[src/rtl/modexp_ctrl_pkg.sv]
// Shared types and constants for the modexp engine sharing controller.
package modexp_ctrl_pkg;

    localparam int W_DEFAULT = 64;

    localparam logic REQ_ENC = 1'b0;
    localparam logic REQ_DEC = 1'b1;

    typedef enum logic [1:0] {
        ST_IDLE  = 2'd0,
        ST_ISSUE = 2'd1,
        ST_WAIT  = 2'd2,
        ST_RESP  = 2'd3
    } state_e;

    function automatic logic [1:0] idx_to_onehot(input logic idx);
        idx_to_onehot = (idx == REQ_DEC) ? 2'b10 : 2'b01;
    endfunction

endpackage

[src/rtl/modexp_share_ctrl_rr_pick2.sv]
// Combinational two-way round-robin picker; 'last' is the index of the previous owner.
module rr_pick2
    import modexp_ctrl_pkg::*;
(
    input  logic [1:0] req,
    input  logic       last,
    output logic [1:0] pick
);

    // On contention the requester that did not own the last job wins.
    always_comb begin
        pick = 2'b00;
        case (req)
            2'b01:   pick = 2'b01;
            2'b10:   pick = 2'b10;
            2'b11:   pick = (last == REQ_DEC) ? 2'b01 : 2'b10;
            default: pick = 2'b00;
        endcase
    end

endmodule

[src/rtl/modexp_share_ctrl.sv]
// Sequencer/arbiter sharing one modexp engine between an encrypt and a decrypt port.
// Optional watchdog abort enabled by defining MODEXP_WDOG_EN.
module modexp_share_ctrl
    import modexp_ctrl_pkg::*;
#(
    parameter int W              = W_DEFAULT,
    parameter int TIMEOUT_CYCLES = 65535
)
(
    input  logic         clk,
    input  logic         rst,
    input  logic [1:0]   req,
    input  logic [W-1:0] base0,
    input  logic [W-1:0] exp0,
    input  logic [W-1:0] mod0,
    input  logic [W-1:0] base1,
    input  logic [W-1:0] exp1,
    input  logic [W-1:0] mod1,
    output logic [1:0]   gnt,
    output logic [1:0]   rsp_valid,
    output logic [W-1:0] rsp_data,
    output logic         rsp_err,
    output logic         busy,
    output logic [W-1:0] eng_base,
    output logic [W-1:0] eng_exponent,
    output logic [W-1:0] eng_modulus,
    output logic         eng_start,
    input  logic [W-1:0] eng_result,
    input  logic         eng_done,
    output logic         eng_clr
);

    localparam logic [1:0] S_IDLE  = ST_IDLE;
    localparam logic [1:0] S_ISSUE = ST_ISSUE;
    localparam logic [1:0] S_WAIT  = ST_WAIT;
    localparam logic [1:0] S_RESP  = ST_RESP;

    logic [1:0]   r_state;
    logic         r_owner;
    logic         r_last;
    logic [1:0]   r_gnt;
    logic [1:0]   r_rsp_valid;
    logic [W-1:0] r_rsp_data;
    logic         r_rsp_err;
    logic         r_busy;
    logic         r_eng_start;
    logic [W-1:0] r_eng_base;
    logic [W-1:0] r_eng_exp;
    logic [W-1:0] r_eng_mod;

    logic [1:0]   w_pick;
    logic         w_win;
    logic [W-1:0] w_sel_base;
    logic [W-1:0] w_sel_exp;
    logic [W-1:0] w_sel_mod;

    rr_pick2 u_pick (
        .req  (req),
        .last (r_last),
        .pick (w_pick)
    );

    assign w_win      = w_pick[1];
    assign w_sel_base = (w_win == REQ_DEC) ? base1 : base0;
    assign w_sel_exp  = (w_win == REQ_DEC) ? exp1  : exp0;
    assign w_sel_mod  = (w_win == REQ_DEC) ? mod1  : mod0;

`ifdef MODEXP_WDOG_EN
    logic [31:0] r_wdog;
    logic        r_eng_clr;
    assign eng_clr = r_eng_clr;
`else
    // The timeout parameter only matters when the watchdog is built.
    logic w_unused_cfg;
    assign w_unused_cfg = ^(32'(TIMEOUT_CYCLES));
    assign eng_clr      = 1'b0;
`endif

    // Job sequencer: arbitration, operand latching, engine handshake and response.
    always_ff @(posedge clk or negedge rst) begin
        if (!rst) begin
            r_state     <= S_IDLE;
            r_owner     <= REQ_ENC;
            r_last      <= REQ_DEC;
            r_gnt       <= 2'b00;
            r_rsp_valid <= 2'b00;
            r_rsp_data  <= {W{1'b0}};
            r_rsp_err   <= 1'b0;
            r_busy      <= 1'b0;
            r_eng_start <= 1'b0;
            r_eng_base  <= {W{1'b0}};
            r_eng_exp   <= {W{1'b0}};
            r_eng_mod   <= {W{1'b0}};
`ifdef MODEXP_WDOG_EN
            r_wdog      <= 32'd0;
            r_eng_clr   <= 1'b0;
`endif
        end else begin
            r_gnt       <= 2'b00;
            r_rsp_valid <= 2'b00;
            r_eng_start <= 1'b0;
`ifdef MODEXP_WDOG_EN
            r_eng_clr   <= 1'b0;
`endif
            case (r_state)
                S_IDLE: begin
                    if (w_pick != 2'b00) begin
                        r_owner    <= w_win;
                        r_eng_base <= w_sel_base;
                        r_eng_exp  <= w_sel_exp;
                        r_eng_mod  <= w_sel_mod;
                        r_gnt      <= w_pick;
                        r_busy     <= 1'b1;
                        // A zero modulus is answered immediately and never reaches the engine.
                        if (w_sel_mod == {W{1'b0}}) begin
                            r_state     <= S_RESP;
                            r_rsp_valid <= w_pick;
                            r_rsp_err   <= 1'b1;
                            r_rsp_data  <= {W{1'b0}};
                        end else begin
                            r_state     <= S_ISSUE;
                            r_eng_start <= 1'b1;
                        end
                    end else begin
                        r_state <= S_IDLE;
                    end
                end
                S_ISSUE: begin
                    r_state <= S_WAIT;
`ifdef MODEXP_WDOG_EN
                    r_wdog  <= 32'd0;
`endif
                end
                S_WAIT: begin
                    if (eng_done) begin
                        r_state     <= S_RESP;
                        r_rsp_valid <= idx_to_onehot(r_owner);
                        r_rsp_data  <= eng_result;
                        r_rsp_err   <= 1'b0;
`ifdef MODEXP_WDOG_EN
                    end else if (r_wdog == 32'(TIMEOUT_CYCLES - 1)) begin
                        r_state     <= S_RESP;
                        r_rsp_valid <= idx_to_onehot(r_owner);
                        r_rsp_data  <= {W{1'b0}};
                        r_rsp_err   <= 1'b1;
                        r_eng_clr   <= 1'b1;
                    end else begin
                        r_wdog      <= r_wdog + 32'd1;
`endif
                    end
                end
                S_RESP: begin
                    r_state <= S_IDLE;
                    r_last  <= r_owner;
                    r_busy  <= 1'b0;
                end
                default: begin
                    r_state <= S_IDLE;
                    r_busy  <= 1'b0;
                end
            endcase
        end
    end

    assign gnt          = r_gnt;
    assign rsp_valid    = r_rsp_valid;
    assign rsp_data     = r_rsp_data;
    assign rsp_err      = r_rsp_err;
    assign busy         = r_busy;
    assign eng_start    = r_eng_start;
    assign eng_base     = r_eng_base;
    assign eng_exponent = r_eng_exp;
    assign eng_modulus  = r_eng_mod;

endmodule

[config.mk]
export PLATFORM = sky130hd
export DESIGN_NAME = modexp_share_ctrl
export DESIGN_NICKNAME = d
export VERILOG_FILES = /design/src/rtl/modexp_ctrl_pkg.sv /design/src/rtl/modexp_share_ctrl_rr_pick2.sv /design/src/rtl/modexp_share_ctrl.sv
export SDC_FILE = /design/constraint.sdc
export NUM_CORES = 1
export LEC_CHECK = 0
export CORE_AREA = 2 2 280 282
export DETAILED_ROUTE_END_ITERATION = 7
export DIE_AREA = 0 0 282 284
export PLACE_DENSITY = 0.36
export REMOVE_ABC_BUFFERS = 1
export SYNTH_ARGS = -nofsm -noshare
export SYNTH_HDL_FRONTEND = slang
export SYNTH_SLANG_ARGS = --single-unit
[constraint.sdc]
create_clock -name clk -period 4.1 [get_ports clk]
set_input_delay 1.025 -clock clk [delete_from_list [all_inputs] [get_ports clk]]
set_output_delay 1.025 -clock clk [all_outputs]
set_load 0.05 [all_outputs]
==> impl_results.md <==
* Outcome: completed
* Biggest area contributors in the synthesized netlist: dfrtp_1 59%, nor2_1 8.8%, o22ai_1 7.3%, a32o_1 5.7%, mux2i_1 5.7%
* First-pass GRT wire length at 87.2 mm
* Clock insertion delay at the later pin of the skew report at 0.54 ns
* Worst setup path category: in2reg
* Most common flop cell mapped by yosys: dfrtp_1
* Leakage Power at around 0.0084 uW
* Clock-pin slew of the registers on the worst-case setup and hold paths at 0.05 ns
* Power Density at 872 nW/um2
* Remaining antenna violation count at 0
* Category of cells accounting for the largest share of critical-path delay: simple AND/OR/NAND/NOR gates
* Number of synthesized register bits at 267
* Final core utilization at 27.2%
* Slew of the pin with the lowest slew margin at 0.817 ns
* # IOs at between 700 and 800
* Cell count after synthesis at 1,079
* Buffers inserted during post-CTS setup optimization at 0
* Number of hold-slack violations in the final timing report at 0
* Most common cell after layout, fill and taps aside: clkdlybuf4s50_1
* Worst setup EP type: register
* Setup Viol. Count Final at 0
* Half-perimeter wire length after placement at 46.2 mm
* Buffer and inverter count on the worst path at 2
* Count of vias placed by the detailed router at roughly 11,000
* Vias/cell at between 3 and 4
* Largest net degree at the start of global routing at 130
* Last weighted congestion value of the routability-driven placer at 0.863
* Syn Std Cell Area at 11,200 um2
* Total routed wirelength at 60.5 mm
* # rows at 102
* Worst hold slack after final layout at 0.478 ns
* Relative slew slack at 45.6%
* Maximum buffer depth of the clock tree at 3
* Count of max-cap constraint violations at 0
* Worst path cell trace: clkdlybuf4s50_1 > nor4_1 > nand4_1 > o22ai_1 > o211ai_1 > or3_4 > buf_12 > a32o_1
* Portion of netlist area occupied by mux cells at 5.83%
* Post-synth EDFFs at 0
* Simple logic cell fraction of the synthesized area at 13.9%
* Average wire length per cell after detail routing at 21.2 um
* GRT Util Overall at 14.6%
* Residual DRC at 0
* Number of clock sinks seen by CTS at 267
* Startpoint type of the worst setup path: primary input
* Vias in the first global route at 12,400
* Starting density of the core at between 10% and 20%
* Final count of pins violating max slew at 0
* Fill cell instance count of the final layout at 8,122
* Antenna violations before repair at 7
* Initial DRC Count at about 490
* Port Buf Inserts at 715
* Class of the most critical hold timing path: reg2reg
* Floorplan Core Area at around 77,000 um2
* Warning count from the yosys run at 0
* CTS Root Buffer Type: clkbuf_16
* Arrival time at the worst endpoint at 3.82 ns
* Xor-xnor portion of the synthesized cell area at 0%
* Maximum clock frequency at 0.295 GHz
* Floorplan die width at 282 um
* VDD IR-drop max at ~0.00032 V
* Share of async-settable or async-resettable flops after synthesis at 100%
* Number of search-and-repair iterations in the first detailed-routing pass at 4
* Number of nets at the end of the flow at 2,242
* Cts hold-fix bufs at 0
* Fraction of the yosys area taken by sequential cells at 59.7%
* Total number of H-tree levels at 2
* Fraction of post-synthesis cell area in the top cell type by area at 59.5%
* Share of final-layout standard cells stronger than drive strength 1 at under 10%
* Main combinational cell family by area after synthesis: compound AO/OA/AOI/OAI gates
* Crit-path max cell delay at 0.65 ns
* Total gr overflow at 0
* Fraction of the mapped netlist area in compound gates at 16.6%
* Unrepaired setup endpoints after global routing: false
* Library cell with the largest summed area after synthesis: dfrtp_1
* Die height at 284 um
* TritonCTS Buffers at 39
* CTS-repair resized insts at 0
* Tot Pwr at 18,300 uW
* Endpoint required time on the critical path at 4.53 ns
* Max Fanout on Critical Path at 30
* Area Overhead vs Synth at 87.4%
* Cell at the slowest stage of the critical path: nor4_1
* Min Tclk post-route at approximately 3.4 ns
* Most used cells in the layout excluding fill and tap cells: 714 x clkdlybuf4s50_1, 266 x dfrtp_1, 262 x nor2_1
* Period Utilization, post-route at 82.7%
* TritonCTS clock tree: built
* Worst setup skew after layout at 0.0171 ns
* Share of synthesized cell area in full adder, half adder and majority cells at 0.335%
* Area of the die at 80,100 um2
* Number of distinct library cell variants in the gate-level netlist after synthesis at 35
* Syn Area/Cell at 10.4 um2
path summary, 6_finish.rpt:
path	startpoint	cells after the start	slack, ns	end
worst min-delay path	eng_modulus[61]	2	0.48	eng_modulus[61]
min in group asynchronous	rst	1	0.52	eng_base[52]
worst max register to register	r_last	7	1.56	rsp_data[42]
max in group asynchronous	rst	2	2.68	r_last
worst max-delay path	mod1[4]	8	0.71	rsp_data[42]
worst min register to register	eng_modulus[61]	2	0.48	eng_modulus[61]
cell type report:
class / count / area (um2) / share of cell area (%)
timing repair buffer: 752 / 7590 / 36.2
sequential: 267 / 6680 / 31.9
multi-input combinational: 719 / 4150 / 19.8
tap: 1040 / 1300 / 6.21
clock buffer: 55 / 1130 / 5.38
clock inverter: 6 / 75.1 / 0.358
inverter: 7 / 26.3 / 0.125
antenna: 6 / 15.0 / 0.0716
synthesized netlist by cell type, drive strengths merged (2+ instances only):
cell    number
dfrtp      266
nor2       262
o22ai      130
nand2       68
o21ai       68
clkbuf      67
a32o        64
mux2i       64
nor4        32
buf         19
inv          7
nand4        7
nand3        4
ha           3
o211ai       2
power by group:
group | switching, uW | internal (uW)
logic | 7000 | 3450
clock network | 1280 | 1960
registers | 691 | 3910
registers in the layout, summed over array words and instances, names as in the netlist:
name          flops
r_last            1
eng_modulus      64
gnt               2
eng_start         1
rsp_valid         2
r_state           2
eng_exponent     64
r_owner           1
rsp_data         64
rsp_err           1
eng_base         64
busy              1
through the flow:
step           setup WS [ns]  cells  instance area, um2  TNS (ns)
2_1_floorplan          -4.20    993               10800   -758.73
3_3_place_gp         -0.0150   2785               19700    -0.399
3_5_place_dp          0.0188   2785               19700         0
4_1_cts                0.628   2846               21000         0
5_1_grt                0.586   2848               21000         0
6_report               0.709   2852               21000         0
per-layer routing:
layer  up-vias  wire length [um]  part of all wire (%)  track usage (%)
met2       433             31400                    52             26.9
met3        75              5390                   8.9             4.98
met1      5453             22400                    37             15.8
met5         -                50                 0.083                0
met4         8              1360                   2.2             3.84
li1       5325                 -                     -                -
worst reg2reg max path: stages, from the launching register on:
cell and delay (ns):
dfstp_2 0.59, a21bo_4 0.19, nand4_1 0.10, o22ai_1 0.33, o211ai_1 0.24, or3_4 0.50, buf_12 0.20, a32o_1 0.28
cell families (layout without fill, tap and decap cells):
| kind of cell | Yosys count | count (layout) |
|---|---|---|
| compound gates | 270 | 270 |
| fa+ha+maj | 3 | 3 |
| buf+inv | 93 | 820 |
| flops | 267 | 267 |
| mux | 65 | 65 |
| other cells | 1 | 7 |
| simple gates | 380 | 380 |
No activity file was read; power rests on OpenSTA's default activity.
